**config.mk**
```make
export PLATFORM = sky130hd
export DESIGN_NAME = multicycle_ctrl
export DESIGN_NICKNAME = d
export VERILOG_FILES = /design/src/rtl/multicycle_ctrl.sv
export SDC_FILE = /design/constraint.sdc
export NUM_CORES = 1
export LEC_CHECK = 0
export CORE_AREA = 2 2 46 48
export CTS_BUF_LIST = sky130_fd_sc_hd__clkbuf_4 sky130_fd_sc_hd__clkbuf_8
export CTS_CLUSTER_SIZE = 20
export DETAILED_ROUTE_END_ITERATION = 16
export DIE_AREA = 0 0 48 50
export PLACE_DENSITY = 0.76
export SYNTH_ARGS = -nofsm -noshare
export SYNTH_HDL_FRONTEND = slang
export SYNTH_SLANG_ARGS = --single-unit
export TNS_END_PERCENT = 10
```
**constraint.sdc**
```tcl
create_clock -name clk -period 2.4 [get_ports clk]
set_clock_uncertainty 0.1 [all_clocks]
set_input_delay 0.48 -clock clk [delete_from_list [all_inputs] [get_ports clk]]
set_output_delay 0.48 -clock clk [all_outputs]
set_load 0.01 [all_outputs]
```
**src/rtl/multicycle_ctrl.sv**
```systemverilog
`default_nettype none
// ============================================================================
// Module   : multicycle_ctrl
// Purpose  : Multicycle CPU control sequencer (fetch/decode/exec/mem/wb)
//            with memory ready handshake and a memory-wait watchdog.
// Revision : 1.0 - initial release
// ============================================================================
module multicycle_ctrl #(
    parameter int OPW      = 5,
    parameter int WAIT_MAX = 15
) (
    input  logic           clk,
    input  logic           reset,
    input  logic           start,
    input  logic           halt_req,
    input  logic [OPW-1:0] instr,
    input  logic           flag_z,
    input  logic           flag_n,
    input  logic           mem_ready,
    output logic           ir_load,
    output logic           pc_inc,
    output logic           pc_load,
    output logic           mem_rd,
    output logic           mem_wr,
    output logic           rf_rd_en,
    output logic           flags_we,
    output logic           wr_en,
    output logic [2:0]     sel_datain,
    output logic           busy,
    output logic           mem_err,
    output logic [2:0]     state
);

    localparam int CW = $clog2(WAIT_MAX + 1);

    localparam logic [OPW-1:0] OP_MV    = OPW'(0);
    localparam logic [OPW-1:0] OP_ADD   = OPW'(1);
    localparam logic [OPW-1:0] OP_SUB   = OPW'(2);
    localparam logic [OPW-1:0] OP_CMP   = OPW'(3);
    localparam logic [OPW-1:0] OP_LD    = OPW'(4);
    localparam logic [OPW-1:0] OP_ST    = OPW'(5);
    localparam logic [OPW-1:0] OP_JR    = OPW'(8);
    localparam logic [OPW-1:0] OP_JZR   = OPW'(9);
    localparam logic [OPW-1:0] OP_JNR   = OPW'(10);
    localparam logic [OPW-1:0] OP_CALLR = OPW'(12);
    localparam logic [OPW-1:0] OP_MVI   = OPW'(16);
    localparam logic [OPW-1:0] OP_ADDI  = OPW'(17);
    localparam logic [OPW-1:0] OP_SUBI  = OPW'(18);
    localparam logic [OPW-1:0] OP_CMPI  = OPW'(19);
    localparam logic [OPW-1:0] OP_MVHI  = OPW'(22);
    localparam logic [OPW-1:0] OP_J     = OPW'(24);
    localparam logic [OPW-1:0] OP_JZ    = OPW'(25);
    localparam logic [OPW-1:0] OP_JN    = OPW'(26);
    localparam logic [OPW-1:0] OP_CALL  = OPW'(28);

    typedef enum logic [2:0] {
        IDLE   = 3'd0,
        FETCH  = 3'd1,
        DECODE = 3'd2,
        EXEC   = 3'd3,
        MEM    = 3'd4,
        WB     = 3'd5,
        ERR    = 3'd6
    } state_t;

    state_t         cur_state;
    state_t         nxt_state;
    state_t         boundary;
    logic           halt_latch;
    logic [CW-1:0]  wait_cnt;
    logic           wait_last;

    logic is_alu, is_mv, is_cmp, is_ld, is_st;
    logic is_jmp, is_jz, is_jn, is_call, is_callr;

    assign is_alu   = (instr == OP_ADD) || (instr == OP_ADDI) ||
                      (instr == OP_SUB) || (instr == OP_SUBI);
    assign is_mv    = (instr == OP_MV) || (instr == OP_MVI) || (instr == OP_MVHI);
    assign is_cmp   = (instr == OP_CMP) || (instr == OP_CMPI);
    assign is_ld    = (instr == OP_LD);
    assign is_st    = (instr == OP_ST);
    assign is_jmp   = (instr == OP_J) || (instr == OP_JR);
    assign is_jz    = (instr == OP_JZ) || (instr == OP_JZR);
    assign is_jn    = (instr == OP_JN) || (instr == OP_JNR);
    assign is_call  = (instr == OP_CALL);
    assign is_callr = (instr == OP_CALLR);

    assign wait_last = (wait_cnt == CW'(WAIT_MAX - 1));
    assign boundary  = (halt_latch || halt_req) ? IDLE : FETCH;
    assign state     = cur_state;
    assign busy      = (cur_state != IDLE) && (cur_state != ERR);

    always_comb begin
        nxt_state  = cur_state;
        ir_load    = 1'b0;
        pc_inc     = 1'b0;
        pc_load    = 1'b0;
        mem_rd     = 1'b0;
        mem_wr     = 1'b0;
        rf_rd_en   = 1'b0;
        flags_we   = 1'b0;
        wr_en      = 1'b0;
        sel_datain = 3'd0;
        case (cur_state)
            IDLE: begin
                if (start && !halt_req) nxt_state = FETCH;
            end
            FETCH: begin
                mem_rd = 1'b1;
                if (mem_ready) begin
                    ir_load   = 1'b1;
                    pc_inc    = 1'b1;
                    nxt_state = DECODE;
                end else if (wait_last) begin
                    nxt_state = ERR;
                end
            end
            DECODE: begin
                rf_rd_en  = 1'b1;
                nxt_state = EXEC;
            end
            EXEC: begin
                if (is_alu) begin
                    flags_we  = 1'b1;
                    nxt_state = WB;
                end else if (is_mv || is_call || is_callr) begin
                    nxt_state = WB;
                end else if (is_cmp) begin
                    flags_we  = 1'b1;
                    nxt_state = boundary;
                end else if (is_ld || is_st) begin
                    nxt_state = MEM;
                end else begin
                    pc_load   = is_jmp || (is_jz && flag_z) || (is_jn && flag_n);
                    nxt_state = boundary;
                end
            end
            MEM: begin
                mem_rd = is_ld;
                mem_wr = is_st;
                if (!(is_ld || is_st)) begin
                    nxt_state = boundary;
                end else if (mem_ready) begin
                    nxt_state = is_ld ? WB : boundary;
                end else if (wait_last) begin
                    nxt_state = ERR;
                end
            end
            WB: begin
                // Link is written this cycle; the PC redirect lands on the same edge.
                wr_en      = 1'b1;
                pc_load    = is_call || is_callr;
                sel_datain = is_ld    ? 3'd2 :
                             is_call  ? 3'd3 :
                             is_callr ? 3'd4 : 3'd1;
                nxt_state  = boundary;
            end
            ERR: begin
                if (start) nxt_state = FETCH;
            end
            default: nxt_state = IDLE;
        endcase
    end

    always_ff @(posedge clk or negedge reset) begin
        if (!reset) begin
            cur_state  <= IDLE;
            halt_latch <= 1'b0;
            wait_cnt   <= '0;
            mem_err    <= 1'b0;
        end else begin
            cur_state <= nxt_state;

            if (nxt_state != cur_state)
                wait_cnt <= '0;
            else if ((cur_state == FETCH || cur_state == MEM) && !mem_ready)
                wait_cnt <= wait_cnt + 1'b1;

            if (nxt_state == IDLE)
                halt_latch <= 1'b0;
            else if (halt_req && cur_state != IDLE)
                halt_latch <= 1'b1;

            if (nxt_state == ERR && cur_state != ERR)
                mem_err <= 1'b1;
            else if (cur_state == ERR && start)
                mem_err <= 1'b0;
        end
    end

endmodule
`default_nettype wire
```
**Word level (Yosys, flattened, before mapping)**

Index checks and enable logic that the tools add are counted.

- Add/subtract/negate cells: 1
- Eq/ne operators: 28
- Mux-type cells: 38
- Reduce and logical (&&, ||, !) cells: 34

Operators by type and width:

| operator | count |
|---|---|
| $eq A5 B5 Y1 const B | 9 |
| $mux W3 | 15 |
| $pmux W3 S7 | 1 |
| $eq A5 B4 Y1 const B | 4 |
| $mux W1 | 18 |
| $logic_or A1 B1 Y1 | 17 |
| $eq A3 B3 Y1 const B | 4 |
| $eq A5 B2 Y1 const B | 2 |
| $eq A5 B3 Y1 const B | 2 |
| $logic_and A1 B1 Y1 | 8 |
| $mux W4 | 2 |
| $eq A3 B2 Y1 const B | 2 |
| $logic_not A3 Y1 | 2 |
| $reduce_bool A2 Y1 | 3 |
| $eq A5 B1 Y1 const B | 1 |
| $logic_not A5 Y1 | 1 |
| $add A4 B1 Y4 const B | 1 |
| $eq A4 B4 Y1 const B | 1 |
| $pmux W1 S2 | 2 |
| $eq A3 B1 Y1 const B | 1 |
| $ne A3 B3 Y1 | 1 |
| $ne A3 B3 Y1 const B | 1 |
| $reduce_bool A3 Y1 | 1 |
| $logic_not A1 Y1 | 2 |

- Bits in registers: 9
- Bits of input ports: 12
- Output and inout port bits: 16
- Word-level logic and storage cells: 105

**Logic depth before layout (Yosys ltp)**

Gate-level depths: netlist of run 1.

- Word-level depth: 11
- Mapped depth: 7
- Depth with buffers taken out: 7

**Worst setup path after synthesis of run 1**

No wires, ideal clock.

- Path type: in2out
- From: input port instr[2]
- To: output port mem_rd
- Arrival: 1.737 ns
- Required time: 1.820 ns
- Setup slack: 0.083 ns
- Stages: 5
- Path buffers: 2
- Path through: buf_4 > or4b_1 > buf_2 > or3_1 > a21oi_1

- Word-level cells in the longest chain between the ends: 2

RTL lines:

| what | RTL line | source |
|---|---|---|
| start, declared | 16 | `input logic [OPW-1:0] instr,` |
| $eq A5 B3 Y1 | 80 | `assign is_ld = (instr == OP_LD);` |
| $pmux W1 S2 | 104 | `case (cur_state)` |
| end, declared | 23 | `output logic mem_rd,` |

No other way between the ends.

**Worst setup path after layout of run 1**

- From: input port instr[3]
- To: output port mem_rd

The elaborated chain is that of the path after synthesis.

==> results of run 1 <==
==> final cells by class <==
cell class / instances / share of cell area [%]
Multi-Input combinational cell: 88 / 44.5
Timing Repair Buffer: 47 / 31.3
Sequential cell: 9 / 17.6
Tap cell: 27 / 2.65
Clock buffer: 3 / 1.76
Inverter: 6 / 1.76
Clock inverter: 1 / 0.392
==> synthesized netlist by cell type (4+ instances only) <==
| cell | n |
|---|---|
| a21oi_1 | 5 |
| o21ai_0 | 7 |
| nor3_1 | 7 |
| nor2_1 | 10 |
| inv_1 | 6 |
| nand2b_1 | 4 |
| and2_1 | 4 |
| nor2b_1 | 4 |
| clkbuf_1 | 4 |
| dfrtp_1 | 9 |
| nand2_1 | 5 |
==> kinds of logic after synthesis <==
group,after synthesis,share of synthesized area (%)
xor gates and xnor gates,4,4.18
AOI/OAI and AO/OA,33,26.9
buffers and inverters,13,6.86
muxes,1,1.19
DFF,9,26.9
adders and majority gates,2,2.98
and+or+nand+nor,48,31.0
==> registers in the layout (all words and copies together) (netlist names) <==
signal      flops
state           3
mem_err         1
wait_cnt        4
halt_latch      1
==> what timing repair did <==
action / 4_1_cts / 5_1_grt
endpoints found under the setup margin: 8 / 6
buffers inserted: 0 / 0
pin swaps: 4 / 0
endpoints found under the hold margin: 0 / 0
gates resized for setup: 24 / 5
==> routing by layer <==
metal / vias up / part of all wire [%] / track usage, %
met5: - / 0 / 0
met4: 0 / 1.4 / 10.8
met3: 4 / 6.5 / 3.30
met2: 41 / 49 / 41.6
met1: 470 / 43 / 29.3
li1: 493 / - / -
==> power groups by stage <==
stage | Sequential, mW | Combinational [mW] | Clock [mW]
floorplan | 0.252 | 0.361 | 0
global placement | 0.239 | 0.696 | 0
detailed placement | 0.245 | 0.715 | 0
CTS | 0.242 | 0.707 | 0.121
global route | 0.249 | 0.772 | 0.134
finish | 0.243 | 0.709 | 0.116
==> path summary, 6_finish.rpt <==
kind                               end  slack [ns]  startpoint
setup reg to reg            halt_latch        0.44    state[1]
min in group clk               mem_err        0.43     mem_err
hold / removal             wait_cnt[0]        0.41       reset
hold reg to reg                mem_err        0.43     mem_err
setup / recovery                mem_rd        0.03    instr[3]
max in group asynchronous     state[0]        1.48       reset
==> through the flow <==
step,hold slack (ns),setup TNS [ns],power (mW)
floorplan,0.0844,0,0.613
global placement,0.408,-4.19,0.935
detailed placement,0.404,-4.74,0.960
CTS,0.409,0,1.07
global route,0.432,-0.0541,1.16
finish,0.411,0,1.07
==> critical path, delay by kind of cell <==
family,cells,cell delay (ns)
buf+inv,2,0.33
compound gates,1,0.13
simple gates,2,0.86
==> impl_metrics.env, run 1 <==
export IMPL_switchingPower_mw=0.462
export IMPL_layout_nets=169
export IMPL_cts_tree="built"
export IMPL_finish_utilization_pct=67.1
export IMPL_drive_gt1_share_pct=21.4
export IMPL_io_pins=28
export IMPL_final_common_cell="buf_4"
export IMPL_drt_iter0_markers=21
export IMPL_hold_class="in -> async"
export IMPL_cts_buffer_depth=2
export IMPL_die_x_um=48
export IMPL_seq_area_frac_synth_pct=26.9
export IMPL_crit_chain="clkdlybuf4s15_1 > or4b_4 > or3_1 > a21oi_1 > buf_2"
export IMPL_slew_violations=0
export IMPL_core_area_um2=1900
export IMPL_endpoint_kind="output port"
export IMPL_fin_cells=181
export IMPL_synthFlopType="dfrtp_1"
export IMPL_grt_pass1_vias=1056
export IMPL_synth_cell_types=40
export IMPL_required_ns=1.82
export IMPL_fin_ws_ns=0.0307
export IMPL_drt_total_wl_um=2590
export IMPL_fin_crit_sh_pct=98.7
export IMPL_rsz0062_at_grt="yes"
export IMPL_p_leak_nw=0.562
export IMPL_cts_buffers=3
export IMPL_ys_warn_count=0
export IMPL_ys_ff_latch=9
export IMPL_fill_cells=172
export IMPL_diodes=0
export IMPL_grt_usage_pct=24.6
export IMPL_synth_nets=124
export IMPL_grt_remaining_overflow=0
export IMPL_synth_edf_count=0
export IMPL_yosysTopAreaCell="dfrtp_1"
export IMPL_power_density_nw_per_um2=837
export IMPL_hold_violations=0
export IMPL_syn_area_um2=838
export IMPL_placed_area_um2=1260
export IMPL_vias=1008
export IMPL_post_dp_hpwl_um=2080
export IMPL_avgSynthCellArea_um2=7.62
export IMPL_cts_hold_buffers=0
export IMPL_cts_htree_levels=1
export IMPL_p_clk_share_pct=10.9
export IMPL_firstDrtPassIters=4
export IMPL_cts_root_buf="clkbuf_4"
export IMPL_regArea_um2=225
export IMPL_worst_r2r_path_depth=6
export IMPL_synthArstFlopShare_pct=100
export IMPL_relSlewSlack_pct=69.4
export IMPL_cp_start_kind="input port"
export IMPL_switching_share_pct=43.3
export IMPL_insertion_delay_ns=0.27
export IMPL_area_growth_syn_to_layout_pct=52.2
export IMPL_pwr_share_comb_pct=66.4
export IMPL_clock_sinks=9
export IMPL_ant_nets=0
export IMPL_crit_fanout=2
export IMPL_die_y_um=50
export IMPL_grt_max_degree=15
export IMPL_clkTransAtPathRegs_ns=0.07
export IMPL_die_area_um2=2400
export IMPL_yosys_area_top_type_share_pct=26.9
export IMPL_mostFrequentLayoutCells="buf_4 (20), clkdlybuf4s50_1 (14), nor2_1 (9), dfrtp_1 (9)"
export IMPL_row_count=16
export IMPL_crit_slowest_cell="or4b_4"
export IMPL_vdd_ir_drop_max_mv=0.640
export IMPL_status="complete, no violations"
export IMPL_tightest_slew_ns=0.456
export IMPL_globalplace_congestion=0.929
export IMPL_fmax_ghz=0.422
export IMPL_drcViolationCount=0
export IMPL_start_util_pct=44.1
export IMPL_max_stage_delay_ns=0.54
export IMPL_dpl_cell_count=177
export IMPL_syn_inst=110
export IMPL_path_class="in -> out"
export IMPL_vias_per_cell=5.57
export IMPL_dp_slack_ns=-0.698
export IMPL_io_buffers=27
export IMPL_power_frac_seq_pct=22.7
export IMPL_final_area_um2=1280
export IMPL_cp_data_arrival_time_ns=1.79
export IMPL_antenna_found_initial=0
export IMPL_synth_area_leaders="dfrtp_1 (27%), nor2_1 (4.5%), nor3_1 (4.2%), o21ai_0 (4.2%), xor2_1 (3.1%)"
export IMPL_setup_violations=0
export IMPL_intPower_mw=0.606
export IMPL_multiInputGateArea_um2=568
export IMPL_finalCriticalPeriod_ns=2.37
export IMPL_wire_per_inst_um=14.3
export IMPL_cap_violations=0
export IMPL_grt_pass1_wl_um=4310
Power figures use the tool's default switching activity.
==> run 2: changes to the inputs <==
--- a/config.mk
+++ b/config.mk
@@ -10,6 +10,7 @@
 export CTS_CLUSTER_SIZE = 20
 export DETAILED_ROUTE_END_ITERATION = 16
 export DIE_AREA = 0 0 48 50
+export GPL_TIMING_DRIVEN = 1
 export PLACE_DENSITY = 0.76
 export SYNTH_ARGS = -nofsm -noshare
 export SYNTH_HDL_FRONTEND = slang
==> results of run 2 <==
No change in the layout: final DEF, timing and power equal those of run 1.
==> run 3: changes to the inputs <==
==> constraint.sdc (replaced) <==
create_clock -name clk -period 2.57 [get_ports clk]
set_clock_uncertainty 0.1 [all_clocks]
set_input_delay 0.514 -clock clk [delete_from_list [all_inputs] [get_ports clk]]
set_output_delay 0.514 -clock clk [all_outputs]
set_load 0.01 [all_outputs]
==> run 3 against run 2 <==
Compared with the run above: largest cell class unchanged; clock power is 7% lower; wire length shrank 3.1%; hold slack improved by 0.0068 ns; setup slack improved by 0.054 ns; critical path type unchanged.
==> impl_metrics.env, run 3 (synthesis results as in run 1) <==
export IMPL_firstDrtPassIters=4
export IMPL_fmax_ghz=0.402
export IMPL_layout_nets=169
export IMPL_timing_rr_end="halt_latch"
export IMPL_setup_violations=0
export IMPL_r2r_slack_ns=0.56
export IMPL_insertion_delay_ns=0.26
export IMPL_worst_r2r_path_depth=6
export IMPL_top_register="wait_cnt"
export IMPL_finalCriticalPeriod_ns=2.49
export IMPL_area_growth_syn_to_layout_pct=52.4
export IMPL_fill_cells=170
export IMPL_clkTransAtPathRegs_ns=0.07
export IMPL_post_cts_setup_buffers=0
export IMPL_p_leak_nw=0.557
export IMPL_die_y_um=50
export IMPL_regArea_um2=225
export IMPL_grt_pass1_wl_um=4210
export IMPL_globalplace_congestion=0.953
export IMPL_endpoint_kind="output port"
export IMPL_start_util_pct=44.1
export IMPL_hold_class="reg -> reg"
export IMPL_drt_iter0_markers=42
export IMPL_dp_slack_ns=-0.582
export IMPL_cts_buffer_depth=2
export IMPL_crit_fanout=2
export IMPL_diodes=0
export IMPL_die_area_um2=2400
export IMPL_cp_endpoint="mem_rd"
export IMPL_ant_nets=0
export IMPL_row_count=16
export IMPL_grt_usage_pct=23.9
export IMPL_vdd_ir_drop_max_mv=0.557
export IMPL_fin_ws_ns=0.0842
export IMPL_cts_hold_buffers=0
export IMPL_hold_violations=0
export IMPL_multiInputGateArea_um2=569
export IMPL_grt_remaining_overflow=0
export IMPL_io_pins=28
export IMPL_rsz0062_at_grt="no"
export IMPL_finish_utilization_pct=67.2
export IMPL_final_common_cell="buf_4"
export IMPL_slew_violations=0
export IMPL_antenna_found_initial=0
export IMPL_cts_tree="built"
export IMPL_mostFrequentLayoutCells="buf_4 (20), clkdlybuf4s50_1 (16), nor2_1 (9), dfrtp_1 (9), dlygate4sd2_1 (9)"
export IMPL_required_ns=1.96
export IMPL_grt_max_degree=15
export IMPL_status="complete, no violations"
export IMPL_r2r_start="wait_cnt[0]"
export IMPL_clock_sinks=9
export IMPL_relSlewSlack_pct=65.5
export IMPL_cts_htree_levels=1
export IMPL_cp_start_kind="input port"
export IMPL_startpoint="instr[4]"
export IMPL_finalSetupTns_ns=0
export IMPL_fin_crit_sh_pct=96.7
export IMPL_post_dp_hpwl_um=2000
export IMPL_vias=1025
export IMPL_power_density_nw_per_um2=783
export IMPL_vias_per_cell=5.66
export IMPL_drcViolationCount=0
export IMPL_cp_data_arrival_time_ns=1.87
export IMPL_drt_total_wl_um=2510
export IMPL_largest_register_ffs=4
export IMPL_io_buffers=27
export IMPL_drive_gt1_share_pct=20.8
export IMPL_grt_pass1_vias=1011
export IMPL_cts_root_buf="clkbuf_4"
export IMPL_core_area_um2=1900
export IMPL_cap_violations=0
export IMPL_wire_per_inst_um=13.9
export IMPL_die_x_um=48
export IMPL_path_class="in -> out"
export IMPL_cts_buffers=3
export IMPL_tightest_slew_ns=0.514
==> run 3: cell types whose count changed in the layout (fill, tap and decap cells not counted) <==
cell	delta
inv_1	+1
clkdlybuf4s15_1	-2
and2_1	-1
dlygate4sd2_1	+2
dlymetal6s2s_1	-1
a21boi_0	+1
clkbuf_2	-1
clkdlybuf4s50_1	+2
and2_2	+1
inv_2	-1
a21boi_1	-1
==> run 3: repair_timing <==
action,CTS,global route
pin swaps,3,0
resized for setup,20,2
hold endpoints to repair,0,0
setup endpoints to repair,7,2
==> run 3: critical path, cell delays in order <==
cell and delay, ns:
dlygate4sd2_1 0.25, or4b_4 0.54, or3_1 0.31, a21oi_1 0.12, buf_2 0.14
==> run 3: how the worst min path moves through the flow <==
stage / startpoint / slack, ns / cells after the start / endpoint
after floorplan: reset / 0.12 / 0 / halt_latch
final: mem_err / 0.42 / 2 / mem_err
after CTS: mem_err / 0.42 / 2 / mem_err
after global placement: mem_err / 0.40 / 2 / mem_err
after detailed placement: mem_err / 0.41 / 2 / mem_err
after global routing: mem_err / 0.45 / 2 / mem_err
==> run 3: cell type report <==
| type | instances | area share [%] |
|---|---|---|
| well taps | 27 | 2.64 |
| clock buffers | 3 | 1.76 |
| inverters | 6 | 1.76 |
| repair buffers | 47 | 31.2 |
| clock inverters | 1 | 0.392 |
| multi-input cells | 88 | 44.6 |
| flip-flops and latches | 9 | 17.6 |
==> run 3: metal layers <==
layer / vias to the layer above / share of wire (%) / global-route usage, %
met5: - / 0 / 0
met3: 4 / 7.0 / 1.47
met2: 54 / 49 / 42.0
li1: 497 / - / -
met1: 470 / 42 / 29.3
met4: 0 / 1.7 / 7.66
==> run 3: stage by stage <==
stage / instance area (um^2) / instances / hold slack [ns] / power, mW
3_3_place_gp: 1260 / 177 / 0.404 / 0.873
3_5_place_dp: 1260 / 177 / 0.407 / 0.894
6_report: 1280 / 181 / 0.418 / 1.00
2_1_floorplan: 838 / 110 / 0.118 / 0.572
5_1_grt: 1280 / 181 / 0.448 / 1.07
4_1_cts: 1270 / 181 / 0.419 / 0.995
==> run 3: power by group <==
part / leakage, nW / switching, mW / internal (mW)
Sequential: 0.117 / 0.0435 / 0.187
Clock: 0.0177 / 0.0502 / 0.0573
Combinational: 0.423 / 0.338 / 0.323
Total: 0.557 / 0.432 / 0.568
